## config.mk

```make
export PLATFORM = sky130hd
export DESIGN_NAME = sam_mc6883
export DESIGN_NICKNAME = d
export VERILOG_FILES = /design/src/rtl/sam_mc6883.sv
export SDC_FILE = /design/constraint.sdc
export NUM_CORES = 1
export LEC_CHECK = 0
export BUFFER_PORTS_ARGS = -buffer_cell sky130_fd_sc_hd__buf_2
export CAP_MARGIN = 40
export CORE_ASPECT_RATIO = 1.4
export CORE_UTILIZATION = 30
export CTS_BUF_LIST = sky130_fd_sc_hd__clkbuf_4
export CTS_CLUSTER_SIZE = 12
export DETAILED_ROUTE_END_ITERATION = 8
export PLACE_DENSITY = 0.52
export SLEW_MARGIN = 20
export SYNTH_ARGS = -nofsm -noshare
export SYNTH_HDL_FRONTEND = slang
export SYNTH_SLANG_ARGS = --single-unit
```

## constraint.sdc

```tcl
create_clock -name clk -period 2.1 [get_ports clk]
set_clock_uncertainty 0.15 [all_clocks]
set_input_delay 0.105 -clock clk [delete_from_list [all_inputs] [get_ports clk]]
set_output_delay 0.105 -clock clk [all_outputs]
set_load 0.01 [all_outputs]
```

## src/rtl/sam_mc6883.sv

```systemverilog
// MC6883 SAM: E/Q clocks, VDG clock enable, device select, RAM address mapping,
// the $FFC0-$FFDF set/clear register file and the VDG video address counter.
module sam_mc6883 #(
    parameter int unsigned E_DIV    = 16,
    parameter int unsigned VCLK_DIV = 14,
    parameter int unsigned RAM_AW   = 16
) (
    input  logic              clk,
    input  logic              reset,
    input  logic [15:0]       cpu_addr,
    input  logic              cpu_rw,
    output logic              E,
    output logic              Q,
    output logic              vclk_en,
    output logic [2:0]        S,
    output logic [RAM_AW-1:0] ram_addr,
    input  logic              vid_fetch,
    input  logic              vdg_hs_n,
    input  logic              vdg_fs_n,
    output logic [15:0]       vid_addr,
    output logic [2:0]        mode_v,
    output logic [1:0]        rate,
    output logic [1:0]        mem_size
);

    localparam int unsigned PW = $clog2(E_DIV);
    localparam int unsigned VW = (VCLK_DIV > 2) ? $clog2(VCLK_DIV) : 1;

    logic [PW-1:0] phase_q, phase_d;
    logic          e_q, e_d, q_q, q_d;
    logic [VW-1:0] vcnt_q, vcnt_d;
    logic          vclk_q, vclk_d;
    logic [15:0]   regs_q, regs_d;
    logic          reg_wr;
    logic [15:0]   vid_q, vid_d, vid_inc;
    logic [15:0]   row_start_q, row_start_d;
    logic [1:0]    row_cnt_q, row_cnt_d;
    logic [1:0]    rep_m1;
    logic          hs_prev_q, hs_fall;
    logic [6:0]    f_off;
    logic          p1, ty;

    assign mode_v   = regs_q[2:0];
    assign f_off    = regs_q[9:3];
    assign p1       = regs_q[10];
    assign rate     = regs_q[12:11];
    assign mem_size = regs_q[14:13];
    assign ty       = regs_q[15];

    assign E        = e_q;
    assign Q        = q_q;
    assign vclk_en  = vclk_q;
    assign vid_addr = vid_q;

    // E/Q are decoded from the next phase so the registered outputs line up with phase_q.
    always_comb begin
        phase_d = (phase_q == PW'(E_DIV - 1)) ? '0 : phase_q + 1'b1;
        q_d     = (phase_d >= PW'(E_DIV / 4)) && (phase_d < PW'(3 * E_DIV / 4));
        e_d     = (phase_d >= PW'(E_DIV / 2));
        vcnt_d  = (vcnt_q == VW'(VCLK_DIV - 1)) ? '0 : vcnt_q + 1'b1;
        vclk_d  = (vcnt_d == VW'(VCLK_DIV - 1));
    end

    assign reg_wr = e_q && !e_d && !cpu_rw && (cpu_addr[15:5] == 11'b111_1111_1110);

    always_comb begin
        regs_d = regs_q;
        if (reg_wr) begin
            regs_d[cpu_addr[4:1]] = cpu_addr[0];
        end
    end

    always_comb begin
        S = 3'd0;
        if (cpu_addr[15:8] == 8'hFF) begin
            unique case (cpu_addr[7:5])
                3'd0:    S = 3'd4;
                3'd1:    S = 3'd5;
                3'd2:    S = 3'd6;
                3'd7:    S = 3'd2;
                default: S = 3'd7;
            endcase
        end else if (!ty) begin
            unique case (cpu_addr[15:13])
                3'b100:  S = 3'd1;
                3'b101:  S = 3'd2;
                3'b110,
                3'b111:  S = 3'd3;
                default: S = 3'd0;
            endcase
        end
    end

    generate
        if (RAM_AW == 16) begin : g_ram16
            assign ram_addr = (!ty && !cpu_addr[15]) ? {p1, cpu_addr[14:0]} : cpu_addr;
        end else begin : g_ram15
            assign ram_addr = cpu_addr[RAM_AW-1:0];
        end
    endgenerate

    always_comb begin
        unique case (mode_v)
            3'd1, 3'd2: rep_m1 = 2'd2;
            3'd3, 3'd4: rep_m1 = 2'd1;
            default:    rep_m1 = 2'd0;
        endcase
    end

    assign hs_fall = hs_prev_q && !vdg_hs_n;
    assign vid_inc = vid_fetch ? vid_q + 16'd1 : vid_q;

    // A fetch coinciding with an hs edge is folded into the committed row start, dropped on rewind.
    always_comb begin
        vid_d       = vid_inc;
        row_start_d = row_start_q;
        row_cnt_d   = row_cnt_q;
        if (!vdg_fs_n) begin
            vid_d       = {f_off, 9'b0};
            row_start_d = {f_off, 9'b0};
            row_cnt_d   = '0;
        end else if (hs_fall) begin
            if (row_cnt_q < rep_m1) begin
                vid_d     = row_start_q;
                row_cnt_d = row_cnt_q + 2'd1;
            end else begin
                row_start_d = vid_inc;
                row_cnt_d   = '0;
            end
        end
    end

    always_ff @(posedge clk or posedge reset) begin
        if (reset) begin
            phase_q     <= '0;
            e_q         <= 1'b0;
            q_q         <= 1'b0;
            vcnt_q      <= '0;
            vclk_q      <= 1'b0;
            regs_q      <= '0;
            vid_q       <= '0;
            row_start_q <= '0;
            row_cnt_q   <= '0;
            hs_prev_q   <= 1'b0;
        end else begin
            phase_q     <= phase_d;
            e_q         <= e_d;
            q_q         <= q_d;
            vcnt_q      <= vcnt_d;
            vclk_q      <= vclk_d;
            regs_q      <= regs_d;
            vid_q       <= vid_d;
            row_start_q <= row_start_d;
            row_cnt_q   <= row_cnt_d;
            hs_prev_q   <= vdg_hs_n;
        end
    end

endmodule

```

; Word level (Yosys, flattened, before mapping)
; Cells that the tools add are included.
; Widths: inputs -> output; s select.
[totals]
ff_bits = 62
in_bits = 22
[classes]
eq_ne = 17
magnitude_cmp = 6
n_mux = 20
n_reduce_logical = 16
addsub = 4
[ops]
columns = operator, n
row1 = $mux 16, 7
row2 = $eq 3x3->1 const B, 6
row3 = $add 16x1->16 const B, 1
row4 = $bwmux 16, 1
row5 = $eq 4x4->1 const B, 3
row6 = $pmux 3 s4, 1
row7 = $eq 11x11->1 const B, 1
row8 = $eq 3x2->1 const B, 3
row9 = $add 4x1->4 const B, 2
row10 = $eq 8x8->1 const B, 1
row11 = $mux 2, 4
row12 = $mux 4, 2
row13 = $logic_and 1x1->1, 7
row14 = $eq 3x1->1 const B, 2
row15 = $pmux 2 s3, 1
row16 = $reduce_or 2->1, 3
row17 = $logic_not 1->1, 5
row18 = $lt 4x5->1 const B, 1
row19 = $demux 1 s4, 1
row20 = $ge 4x1->1 const B, 1
row21 = $ge 4x3->1 const B, 1
row22 = $ge 4x4->1 const B, 1
row23 = $lt 4x4->1 const B, 1
row24 = $pmux 2 s2, 1
row25 = 6 further kinds, 6

; Longest topological paths before layout
[depth]
depth_word = 7
ltp_mapped = 9
ltp_nobuf = 7

; Worst setup path after synthesis
; No wires, ideal clock.
[synth_path]
path_kind = reg-to-reg
from = register regs_q[0]
to = register row_start_q[9]
t_required_ns = 1.811
arrival_ns = 1.780
path_stages_with_launch = 10
setup_time_ns = 0.139
period_less_slack_ns = 2.069
path_slack_ns = 0.031
cell_sequence = dfrtp_1 > xor2_1 > nand2b_1 > ha_1 > inv_1 > o31a_1 > buf_4 > nor2_4 > buf_6 > o221ai_1
[synth_via]
elab_chain_len = 7
word_cells_on_any_way = 11
[synth_rtl]
columns = item, line
row1 = "start, declared", 33  ; logic [15:0] regs_q, regs_d;
row2 = "start signal, assigned", 151  ; regs_q <= regs_d;
row3 = $eq 3x2->1 (tied with other cells), 103  ; unique case (mode_v)
row4 = $reduce_or 2->1, 103
row5 = $pmux 2 s2 (*), 103
row6 = $lt 2x2->1 (*), 123  ; if (row_cnt_q < rep_m1) begin
row7 = $mux 16 (*) (3 in series), -
row8 = "end signal, assigned", 153  ; row_start_q <= row_start_d;
row9 = "end, declared", 36  ; logic [15:0] row_start_q, row_start_d;
; Mark *: on every way between the ends. The rest lies on a longest branch, timed or not. The select of a mux whose other input is x is not followed.
; A chain may end at the register's enable or synchronous reset.

; Final worst setup path
[layout_path]
from = register regs_q[1]
to = register vid_q[10] (netlist: vid_addr[10])
[layout_via]
elab_chain_len = 7
word_cells_on_any_way = 11
[layout_rtl]
columns = item, line
row1 = $eq 3x2->1 (tied with other cells), 103
row2 = $reduce_or 2->1, 103
row3 = $pmux 2 s2 (*), 103
row4 = $lt 2x2->1 (*), 123
row5 = $mux 16 (*), 123
row6 = $mux 16 (*), 122  ; end else if (hs_fall) begin
row7 = $mux 16 (*), 118  ; if (!vdg_fs_n) begin
row8 = via vid_d[10], 35  ; logic [15:0] vid_q, vid_d, vid_inc;
row9 = "end signal, assigned", 152  ; vid_q <= vid_d;
row10 = "end, declared", 35
; Mark *: on every way through the listed nets, which the timed path passes. The rest lies on a longest branch.

==> flow_metrics.py <==
metrics = {
    "sta": {
        "setup-violations-final": 0,
        "fin_ws_ns": 0.01831,
        "fin_tns_setup_ns": 0,
        "min_period_ns": 2.082,
        "hold_violations": 0,
        "rsz0062_at_grt": "yes",
        "final.period_utilization_pct": 99.13,
        "tightestPinTransition_ns": 0.5144,
        "max_freq_ghz": 0.4804,
        "fin_hold_ws_ns": 0.1219,
        "slew_headroom_pct": 65.71,
        "final_max_slew_viol_count": 0,
    },
    "pwr": {
        "leakage_nw": 1.879,
        "power_mw": 2.105,
        "p_sw_share_pct": 25.94,
        "sequentialPowerShare_pct": 57.0,
        "p_int_mw": 1.559,
        "peakVddDrop_mv": 0.1981,
        "clkPwrFrac_pct": 33.1,
        "p_sw_uw": 546.0,
        "p_comb_share_pct": 9.9,
        "power-per-cell-area_nw_per_um2": 518.7,
    },
    "clock_network": {
        "cts_inserted_buffers": 9,
        "cts.sinks": 61,
        "htreeDepth": 3,
        "clockBufferDepth": 2,
        "ctsRootBufferMaster": "clkbuf_4",
        "cts_tree": "built",
        "insertion_delay_ns": 0.42,
        "clk_pin_slew_worst_paths_ns": 0.10,
    },
    "floorplan": {
        "die-height_um": 127.0,
        "start_util_pct": 30.83,
        "die-area_um2": 11600,
        "coreArea_um2": 10870,
        "die_w_um": 91.32,
        "ios": 67,
        "std_cell_rows": 45,
    },
    "logic_synthesis": {
        "avgSynthCellArea_um2": 10.60,
        "synthesis.nets": 341,
        "synth_top_area_share_pct": 45.56,
        "synth-seq-area-share_pct": 45.56,
        "netlist_area_um2": 3351,
        "syn_inst": 316,
        "synth_edf_count": 0,
        "ys_ff_latch": 61,
        "synth_top_cell_by_area": "dfrtp_1",
        "ys_async_sr_fraction_pct": 100.0,
        "synth.area.top_cells": "dfrtp_1, buf_4, nand4_1",
        "synth_ff_type": "dfrtp_1",
        "ys_types": 47,
        "ys_warn_count": 0,
    },
    "worst_hold_path": {
        "min_path_type": "primary input to asynchronous set/reset pin",
    },
    "drt": {
        "wl_um": 7291,
        "ant_nets": 0,
        "drc": 0,
        "firstDrtPassIters": 4,
        "drt_iter0_drc": 80,
        "routed_via_density": 4.901,
        "vias": 2617,
        "wl_per_cell_um": 13.65,
    },
    "setup_path": {
        "cpMaxStageDelayCell": "dfrtp_1",
        "worstSetupPathType": "register to register",
        "crit_chain": "xor2_1 -> nand2b_1 -> ha_1 -> inv_2 -> o311ai_4 -> buf_4 -> clkbuf_16 -> o221ai_1",
        "critPathLaunchType": "register",
        "cpPeakStageDelay_ns": 0.41,
        "worst_setup_path_end_kind": "register",
        "cp.required_ns": 2.23,
        "cp.arrival_ns": 2.22,
        "crit_path_max_fanout": 5,
        "worst-path-buf-inv": 3,
        "path_delay_family": "compound AO/OA/AOI/OAI gates",
    },
    "placed_design": {
        "pre_cts_ws_ns": -0.03013,
        "gp_congestion": 0.6899,
        "portBuffers": 66,
        "dpl.hpwl_um": 5027,
    },
    "global_route": {
        "use_met3_pct": 4.405,
        "use_met1_pct": 15.77,
        "grt_use_total_pct": 13.06,
        "globalRouteMet2Util_pct": 20.90,
        "first_global_vias": 2463,
        "grt_busiest_layer": "met2",
        "grt_pass1_wl_um": 11790,
        "grt_antenna_before_repair": 1,
        "grt_max_degree": 62,
        "grt.overflow.total": 0,
    },
    "run": {
        "cap_violations": 0,
    },
    "finish": {
        "fillers": 1112,
        "nets": 412,
        "drive_gt1_share_pct": 33.42,
        "area_growth_pct": 21.14,
    },
    "run_status": {
        "status": "completed",
    },
}
synthesized netlist by cell type, drive strengths merged (3+ instances only):
cell    number
a211oi       9
a21oi       16
and2         3
and2b        4
buf         29
clkbuf       5
dfrtp       61
ha           3
inv         10
mux2        17
mux2i        3
nand2       31
nand2b       5
nand3       10
nand4       22
nor2        12
nor3        12
nor4         6
o21ai       10
o221ai      14
xnor2       14
xor2         4
per-layer routing:
metal | vias up | part of all wire, %
met5 | - | 0
met4 | 0 | 2.4
met3 | 11 | 4.7
met2 | 75 | 50
met1 | 1249 | 43
li1 | 1282 | -
final timing paths:
kind	slack (ns)	start	end	cells past startpoint
min reg2reg	0.34	phase_q[0]	phase_q[0]	1
max reg2reg	0.02	regs_q[1]	vid_addr[10]	8
min in group clk	0.13	cpu_addr[1]	regs_q[15]	4
min	0.12	reset	row_start_q[2]	4
max in group asynchronous	1.40	reset	row_start_q[1]	4
max	0.02	regs_q[1]	vid_addr[10]	8
power groups by stage:
stage | clock, mW | sequential, mW | combinational (mW)
after floorplan | 0 | 1.22 | 0.125
after global placement | 0 | 1.22 | 0.192
after detailed placement | 0 | 1.22 | 0.193
after CTS | 0.724 | 1.20 | 0.208
after global routing | 0.767 | 1.20 | 0.231
final | 0.697 | 1.20 | 0.208
layout by cell type (no fill, tap or decap), types with 4 or more instances in the layout:
cell,n
a211oi_1,4
a211oi_2,5
a21oi_1,16
buf_2,66
buf_4,11
clkbuf_4,13
dfrtp_1,61
dlygate4sd3_1,10
inv_1,8
mux2_1,10
mux2_2,7
nand2_1,30
nand2b_1,5
nand3_1,9
nand4_1,20
nor2_1,11
nor3_1,9
nor4_1,5
o21ai_0,10
o221ai_1,12
xnor2_1,14
xor2_1,4
sequential cells by signal, indices dropped and copies added (netlist names):
signal       cells
row_start_q     16
row_cnt_q        2
regs_q          16
vclk_en          1
Q                1
phase_q          3
E                1
hs_prev_q        1
vid_addr        16
vcnt_q           4
final cells by class:
class	count	area, um2	share of cell area (%)
multi-input cells	209	1555	38.32
clock inverters	3	12.51	0.3083
inverters	11	41.29	1.017
repair buffers	95	646.9	15.94
flip-flops and latches	61	1526	37.61
well taps	141	176.4	4.346
clock buffers	13	97.59	2.404
diodes	1	2.502	0.06165
logic make-up (layout without fill, tap and decap cells):
family | Yosys count | count (layout) | synth area share, %
DFF | 61 | 61 | 45.56
and+or+nand+nor | 113 | 113 | 20.46
muxes | 20 | 20 | 6.610
xor gates and xnor gates | 18 | 18 | 4.705
adders and majority gates | 3 | 3 | 1.120
AOI/OAI and AO/OA | 55 | 55 | 12.51
other | 0 | 1 | 0
buffers and inverters | 46 | 122 | 9.037
repair_timing:
| item | CTS | global route |
|---|---|---|
| endpoints found under the setup margin | 4 | 41 |
| setup buffers | 0 | 6 |
| gates cloned | 0 | 2 |
| gates resized for setup | 1 | 11 |
| hold buffers | 10 | 0 |
| endpoints found under the hold margin | 93 | 0 |
| pin swaps | 1 | 3 |
worst register-to-register path, delay by kind of cell (launching register included):
family | cells | cell delay [ns]
compound gates | 2 | 0.49
xor+xnor | 1 | 0.14
fa+ha+maj | 1 | 0.28
buf+inv | 3 | 0.39
flops | 1 | 0.41
simple gates | 1 | 0.07
per-stage QoR:
step                std cells  cell area [um2]  utilization [%]
floorplan                 316             3351                -
global placement          499             3704            34.08
detailed placement        499             3704            34.08
CTS                       525             3918            36.05
global route              534             4059            37.35
finish                    534             4059            37.35
Power figures use the tool's default switching activity.
